$ cat src/rtl/tl_release_sink.sv
// TileLink channel C sink: collects Release/ProbeAck traffic from the L1 D$,
// writes dirty lines to the backing store, and answers with ReleaseAck or probe completion.
`timescale 1ns/1ps

module tl_release_sink #(
    parameter int DATA_W   = 128,
    parameter int BEATS    = 4,
    parameter int ADDR_W   = 32,
    parameter int SOURCE_W = 3
) (
    input  logic                      clock,
    input  logic                      reset,
    input  logic                      c_valid,
    output logic                      c_ready,
    input  logic [2:0]                c_opcode,
    input  logic [2:0]                c_param,
    input  logic [3:0]                c_size,
    input  logic [SOURCE_W-1:0]       c_source,
    input  logic [ADDR_W-1:0]         c_address,
    input  logic [DATA_W-1:0]         c_data,
    output logic                      wr_valid,
    input  logic                      wr_ready,
    output logic [ADDR_W-1:0]         wr_addr,
    output logic [DATA_W*BEATS-1:0]   wr_data,
    output logic                      d_valid,
    input  logic                      d_ready,
    output logic [2:0]                d_opcode,
    output logic [SOURCE_W-1:0]       d_source,
    output logic                      probe_ack_valid,
    output logic [2:0]                probe_ack_param,
    output logic                      probe_ack_dirty
);

    localparam int CNT_W = (BEATS > 1) ? $clog2(BEATS) : 1;

    localparam logic [2:0] OP_PROBE_ACK      = 3'd4;
    localparam logic [2:0] OP_PROBE_ACK_DATA = 3'd5;
    localparam logic [2:0] OP_RELEASE        = 3'd6;
    localparam logic [2:0] OP_RELEASE_DATA   = 3'd7;
    localparam logic [2:0] OP_RELEASE_ACK    = 3'd6;

    typedef enum logic [1:0] {
        S_IDLE,
        S_COLLECT,
        S_WRITE,
        S_ACK
    } state_t;

    state_t                state_q, state_d;
    logic [CNT_W-1:0]      beat_cnt_q, beat_cnt_d;
    logic [2:0]            opcode_q, opcode_d;
    logic [2:0]            param_q, param_d;
    logic [SOURCE_W-1:0]   source_q, source_d;
    logic [ADDR_W-1:0]     addr_q, addr_d;
    logic                  pa_valid_q, pa_valid_d;
    logic [2:0]            pa_param_q, pa_param_d;
    logic                  pa_dirty_q, pa_dirty_d;
    logic                  ready_en_q;
    logic [DATA_W-1:0]     buf_q [BEATS];
    logic                  buf_we;
    logic [CNT_W-1:0]      buf_idx;
    logic                  c_fire, wr_fire, d_fire;

    // Accepting no beat until the first edge after reset keeps c_ready low while reset is held.
    assign c_ready  = ready_en_q && (state_q == S_IDLE || state_q == S_COLLECT);
    assign wr_valid = (state_q == S_WRITE);
    assign d_valid  = (state_q == S_ACK);
    assign c_fire   = c_valid && c_ready;
    assign wr_fire  = wr_valid && wr_ready;
    assign d_fire   = d_valid && d_ready;

    assign wr_addr         = addr_q;
    assign d_opcode        = OP_RELEASE_ACK;
    assign d_source        = source_q;
    assign probe_ack_valid = pa_valid_q;
    assign probe_ack_param = pa_param_q;
    assign probe_ack_dirty = pa_dirty_q;

    always_comb begin
        // NOTE: every output of this block gets a default first, so no path can infer a latch.
        state_d    = state_q;
        beat_cnt_d = beat_cnt_q;
        opcode_d   = opcode_q;
        param_d    = param_q;
        source_d   = source_q;
        addr_d     = addr_q;
        pa_valid_d = 1'b0;
        pa_param_d = pa_param_q;
        pa_dirty_d = pa_dirty_q;
        buf_we     = 1'b0;
        buf_idx    = beat_cnt_q;

        unique case (state_q)
            S_IDLE: begin
                // Opcodes 0-3 are not C-channel responses this sink handles; drop them silently.
                if (c_fire && c_opcode[2]) begin
                    opcode_d = c_opcode;
                    param_d  = c_param;
                    source_d = c_source;
                    addr_d   = {c_address[ADDR_W-1:6], 6'b0};
                    unique case (c_opcode)
                        OP_RELEASE_DATA, OP_PROBE_ACK_DATA: begin
                            buf_we     = 1'b1;
                            buf_idx    = '0;
                            beat_cnt_d = CNT_W'(1);
                            state_d    = S_COLLECT;
                        end
                        OP_RELEASE: state_d = S_ACK;
                        default: begin
                            pa_valid_d = 1'b1;
                            pa_param_d = c_param;
                            pa_dirty_d = 1'b0;
                        end
                    endcase
                end
            end
            S_COLLECT: begin
                if (c_fire) begin
                    buf_we = 1'b1;
                    if (beat_cnt_q == CNT_W'(BEATS - 1)) begin
                        beat_cnt_d = '0;
                        state_d    = S_WRITE;
                    end else begin
                        beat_cnt_d = beat_cnt_q + CNT_W'(1);
                    end
                end
            end
            S_WRITE: begin
                if (wr_fire) begin
                    if (opcode_q == OP_RELEASE_DATA) begin
                        state_d = S_ACK;
                    end else begin
                        state_d    = S_IDLE;
                        pa_valid_d = 1'b1;
                        pa_param_d = param_q;
                        pa_dirty_d = 1'b1;
                    end
                end
            end
            S_ACK: begin
                if (d_fire) state_d = S_IDLE;
            end
            default: state_d = S_IDLE;
        endcase
    end

    // NOTE: sequential state uses non-blocking assignments only, so every flop sees pre-edge values.
    always_ff @(posedge clock or negedge reset) begin
        if (!reset) begin
            state_q    <= S_IDLE;
            beat_cnt_q <= '0;
            opcode_q   <= '0;
            param_q    <= '0;
            source_q   <= '0;
            addr_q     <= '0;
            pa_valid_q <= 1'b0;
            pa_param_q <= '0;
            pa_dirty_q <= 1'b0;
            ready_en_q <= 1'b0;
        end else begin
            state_q    <= state_d;
            beat_cnt_q <= beat_cnt_d;
            opcode_q   <= opcode_d;
            param_q    <= param_d;
            source_q   <= source_d;
            addr_q     <= addr_d;
            pa_valid_q <= pa_valid_d;
            pa_param_q <= pa_param_d;
            pa_dirty_q <= pa_dirty_d;
            ready_en_q <= 1'b1;
        end
    end

    // NOTE: the line buffer has no reset; its contents are only visible after a full line is collected.
    always_ff @(posedge clock) begin
        if (buf_we) buf_q[buf_idx] <= c_data;
    end

    always_comb begin
        wr_data = '0;
        if (state_q == S_WRITE) begin
            for (int i = 0; i < BEATS; i++) wr_data[i*DATA_W +: DATA_W] = buf_q[i];
        end
    end

endmodule

$ cat config.mk
export PLATFORM = sky130hd
export DESIGN_NAME = tl_release_sink
export DESIGN_NICKNAME = d
export VERILOG_FILES = /design/src/rtl/tl_release_sink.sv
export SDC_FILE = /design/constraint.sdc
export NUM_CORES = 1
export LEC_CHECK = 0
export CAP_MARGIN = 20
export CORE_AREA = 10 10 276 278
export CTS_BUF_LIST = sky130_fd_sc_hd__clkbuf_8 sky130_fd_sc_hd__clkbuf_16
export CTS_CLUSTER_SIZE = 16
export DETAILED_ROUTE_END_ITERATION = 8
export DIE_AREA = 0 0 286 288
export SLEW_MARGIN = 15
export SYNTH_ARGS = -nofsm -noshare
export SYNTH_HDL_FRONTEND = slang
export SYNTH_SLANG_ARGS = --single-unit
$ cat constraint.sdc
create_clock -name clock -period 8.2 [get_ports clock]
set_input_delay 0.82 -clock clock [delete_from_list [all_inputs] [get_ports clock]]
set_output_delay 0.82 -clock clock [all_outputs]
set_load 0.03 [all_outputs]
==> results summary <==
The placeable core region came out at 70870 µm². The worst supply voltage drop on vdd is 0.1771 mV. The count of endpoints failing hold in the final timing report came to 0. The slowest stage of the critical path is the sky130_fd_sc_hd__clkdlybuf4s50_1 cell. The initial utilization of the core area, before any placement, comes to 29.35%. The post-route clock period utilization came out at 56.31%. The setup slack after layout came out at 3582 ps.

The headroom to the max-slew limit is 29.20%. For this design the static power due to leakage is 10.67 nW. The post-place setup slack came out at 4060 ps.

Hold repair after CTS inserted 0 buffers. The run finished with clean final reports. The number of CTS-inserted buffers is 59. Once the clock tree was built, the setup fixing pass inserted 0 buffers. The arrival time of data at the critical path endpoint came out at 3800 ps. The transition time at the pin with the least slew margin came out at 1060 ps. The number of gates resized after cts came out at 0. The maximum number of pins on one net before global-route repair came out at 244. The average cell area after synthesis came out at 16.83 µm². The critical path in this run is classified as reg -> out. The routed design could run at a clock period as short as 4618 ps.

Dividing the detail-routed wire length by the instance count gives 21.44 µm. The number of global-route vias before repair is 13118. The number of setup violations in the final report came out at 0.

The data required time of the critical path came out at 7380 ps. The cell at the root of the clock tree is sky130_fd_sc_hd__clkbuf_16. Summed over all instances, the cell type with the most area after synthesis is sky130_fd_sc_hd__edfxtp_1. The post-route clock skew is 21.54 ps. Setup repair after global routing left no endpoint under its margin.

The top cell type by area accounts for 73.91% of the synthesized area. The post-route DRC violation count came out at 0. The power density over cell area is 240.0 nW/µm². The total negative slack for setup checks came out at 0 ps. The area growth from synthesis to layout came out at 48.43%. The highest clock rate came out at 216.6 MHz. The worst stage delay on the critical path came out at 850 ps. The chip height is 288 µm. The insertion delay to the later sink of the worst-skew pair is 610 ps. Row generation in the floorplan step produced 98 rows. For this block, the initial DRC count from the detailed router was 618.

The fraction of layout instances using a drive strength above 1 is 7.324%. For this run, the number of Yosys warnings is 0. The critical path goes through nand2b_2 -> inv_8 -> buf_12 -> and2_1 -> clkdlybuf4s50_1. The number of distinct library cell variants in the gate-level netlist after synthesis came out at 31. The first global-routing pass estimated 90470 µm of wire. The synthesized area is 20800 µm². The worst hold slack came out at 128.3 ps. The filler cell count in the final layout came out at 6380.

The final RePlAce weighted congestion came out at 0.7924. In the routed layout, each cell is associated on average with a via count of 4.185. The clock tree from TritonCTS is built. The buffer depth of the longest clock path is 3. The total wire length is 63480 µm. The number of placed I/O pins is 736. The die covers 82370 µm².

The count of pins over their slew limit was 0. Sequential elements use 79.33% of the synthesized area. The synthesized netlist cell count came out at 1236.

STA classifies the critical path startpoint as a register. The final layout net count is 2142. The top cell types in the final layout, fill and taps aside, are 715 x sky130_fd_sc_hd__clkdlybuf4s50_1, 514 x sky130_fd_sc_hd__and2_1, 512 x sky130_fd_sc_hd__edfxtp_1. The capturing element type of the critical path is an output port. The number of max-cap violations is 0. The clock-pin slew of the registers on the worst-case setup and hold paths is 60 ps.

The most frequent standard cell in the layout excluding fill and tap cells is sky130_fd_sc_hd__clkdlybuf4s50_1. The count of antenna-violating nets left after detailed routing is 0. The number of synthesized register bits came out at 557. The number of sinks driven by the clock tree is 557. Across every metal layer, demand over resource in global routing totals 14.64%. The total overflow reported by the global router came out at 0. The count of TritonRoute iterations in the first routing pass is 4. The initial antenna violation count came out at 4. The tightest min-delay check is of the in -> async type. In this run the worst path has a maximum fanout of 243.

The post-detailed-placement half-perimeter wirelength came out at 45140 µm. The H-tree depth is 2. In the post-synthesis netlist, the biggest area contributors are sky130_fd_sc_hd__edfxtp_1 74%, sky130_fd_sc_hd__and2_1 15%, sky130_fd_sc_hd__dfrtp_1 5.4%, sky130_fd_sc_hd__mux2_2 2.1%, sky130_fd_sc_hd__clkbuf_1 0.70%.

The number of input and output port buffers inserted came out at 716. The die span in x came out at 286 µm. The overall via count from detail_route is 12393.
==> area by class of cell <==
cell class,count,area (µm²),area share (%)
antenna,4,10.01,0.03242
clock buffer,62,1529,4.952
clock inverter,43,315.3,1.021
inverter,2,15.01,0.04863
multi-input combinational,615,4019,13.02
sequential,557,16500,53.44
tap,950,1189,3.850
timing repair buffer,728,7297,23.63
==> kinds of logic (layout without fill, tap and decap cells) <==
logic type / count (synthesis) / in the layout / share of synthesized area, %
flip-flops: 557 / 557 / 79.33
AND/OR/NAND/NOR: 550 / 550 / 16.36
buffers and inverters: 72 / 835 / 1.630
multiplexers: 39 / 39 / 2.105
AO/OA/AOI/OAI: 15 / 15 / 0.4812
other: 2 / 14 / 0.03610
adder cells (fa/ha/maj): 1 / 1 / 0.06014
==> flip-flops by register name, summed over array words and instances (netlist names) <==
register	count
probe_ack_valid	1
beat_cnt_q	2
probe_ack_dirty	1
ready_en_q	1
wr_addr	26
d_source	3
state_q	2
opcode_q	3
probe_ack_param	3
buf_q	512
param_q	3
==> routing by layer <==
layer	wire length (µm)	global-route usage, %	share of wire, %
met5	18	0	0.028
met4	1520	4.343	2.4
met3	6458	6.489	10
met2	33040	26.22	52
met1	22450	15.24	35
==> worst max-delay path: cells and delay by family (launching register included) <==
kind / cells / cell delay (ps)
buf+inv: 3 / 1680
flops: 1 / 530
simple gates: 2 / 590
==> synthesized netlist by cell type <==
library cell,instances
sky130_fd_sc_hd__nor2_4,1
sky130_fd_sc_hd__buf_2,19
sky130_fd_sc_hd__nand3b_4,1
sky130_fd_sc_hd__nor2b_1,1
sky130_fd_sc_hd__nand3_1,1
sky130_fd_sc_hd__a2bb2o_1,1
sky130_fd_sc_hd__nand2_1,16
sky130_fd_sc_hd__inv_2,1
sky130_fd_sc_hd__clkbuf_1,39
sky130_fd_sc_hd__ha_1,1
sky130_fd_sc_hd__dfrtp_1,45
sky130_fd_sc_hd__nand2b_1,2
sky130_fd_sc_hd__nand2b_2,1
sky130_fd_sc_hd__mux2i_1,1
sky130_fd_sc_hd__and2_1,514
sky130_fd_sc_hd__or2_2,2
sky130_fd_sc_hd__mux2_2,38
sky130_fd_sc_hd__or3_1,1
sky130_fd_sc_hd__and3b_1,1
sky130_fd_sc_hd__o211ai_1,1
sky130_fd_sc_hd__conb_1,2
sky130_fd_sc_hd__inv_1,1
sky130_fd_sc_hd__a32o_2,1
sky130_fd_sc_hd__a32o_1,2
sky130_fd_sc_hd__edfxtp_1,512
sky130_fd_sc_hd__buf_4,12
sky130_fd_sc_hd__nor2_1,8
sky130_fd_sc_hd__o21ai_0,5
sky130_fd_sc_hd__and3_1,1
sky130_fd_sc_hd__a31oi_1,1
sky130_fd_sc_hd__a21oi_1,4
==> worst paths after layout <==
check / from / endpoint / slack, ps / depth (start not counted)
min reg2reg: opcode_q[2]$_DFFE_PN0P_ / opcode_q[2]$_DFFE_PN0P_ / 470 / 1
max reg2reg: state_q[1]$_DFFE_PN0P_ / buf_q[1][32]$_DFFE_PP_ / 5230 / 5
max: state_q[0]$_DFFE_PN0P_ / wr_data[508] / 3580 / 5
min: reset / wr_addr[12]$_DFFE_PN0P_ / 130 / 1
min in group clock: opcode_q[2]$_DFFE_PN0P_ / opcode_q[2]$_DFFE_PN0P_ / 470 / 1
max in group asynchronous: reset / probe_ack_dirty$_DFFE_PN0P_ / 7580 / 2
==> stage by stage <==
step	area (µm²)	util [%]	total power, mW	instances
global route	30870	43.56	7.712	2959
global placement	28970	40.88	4.955	2850
floorplan	20830	-	4.362	1244
CTS	30820	43.48	7.525	2955
finish	30870	43.56	7.409	2961
detailed placement	28970	40.88	4.981	2850
==> report_power, final <==
group | internal, mW | switching, mW
combinational | 0.491 | 0.794
clock | 1.46 | 1.06
sequential | 3.50 | 0.109
total | 5.45 | 1.96
Power figures use the tool's default switching activity.
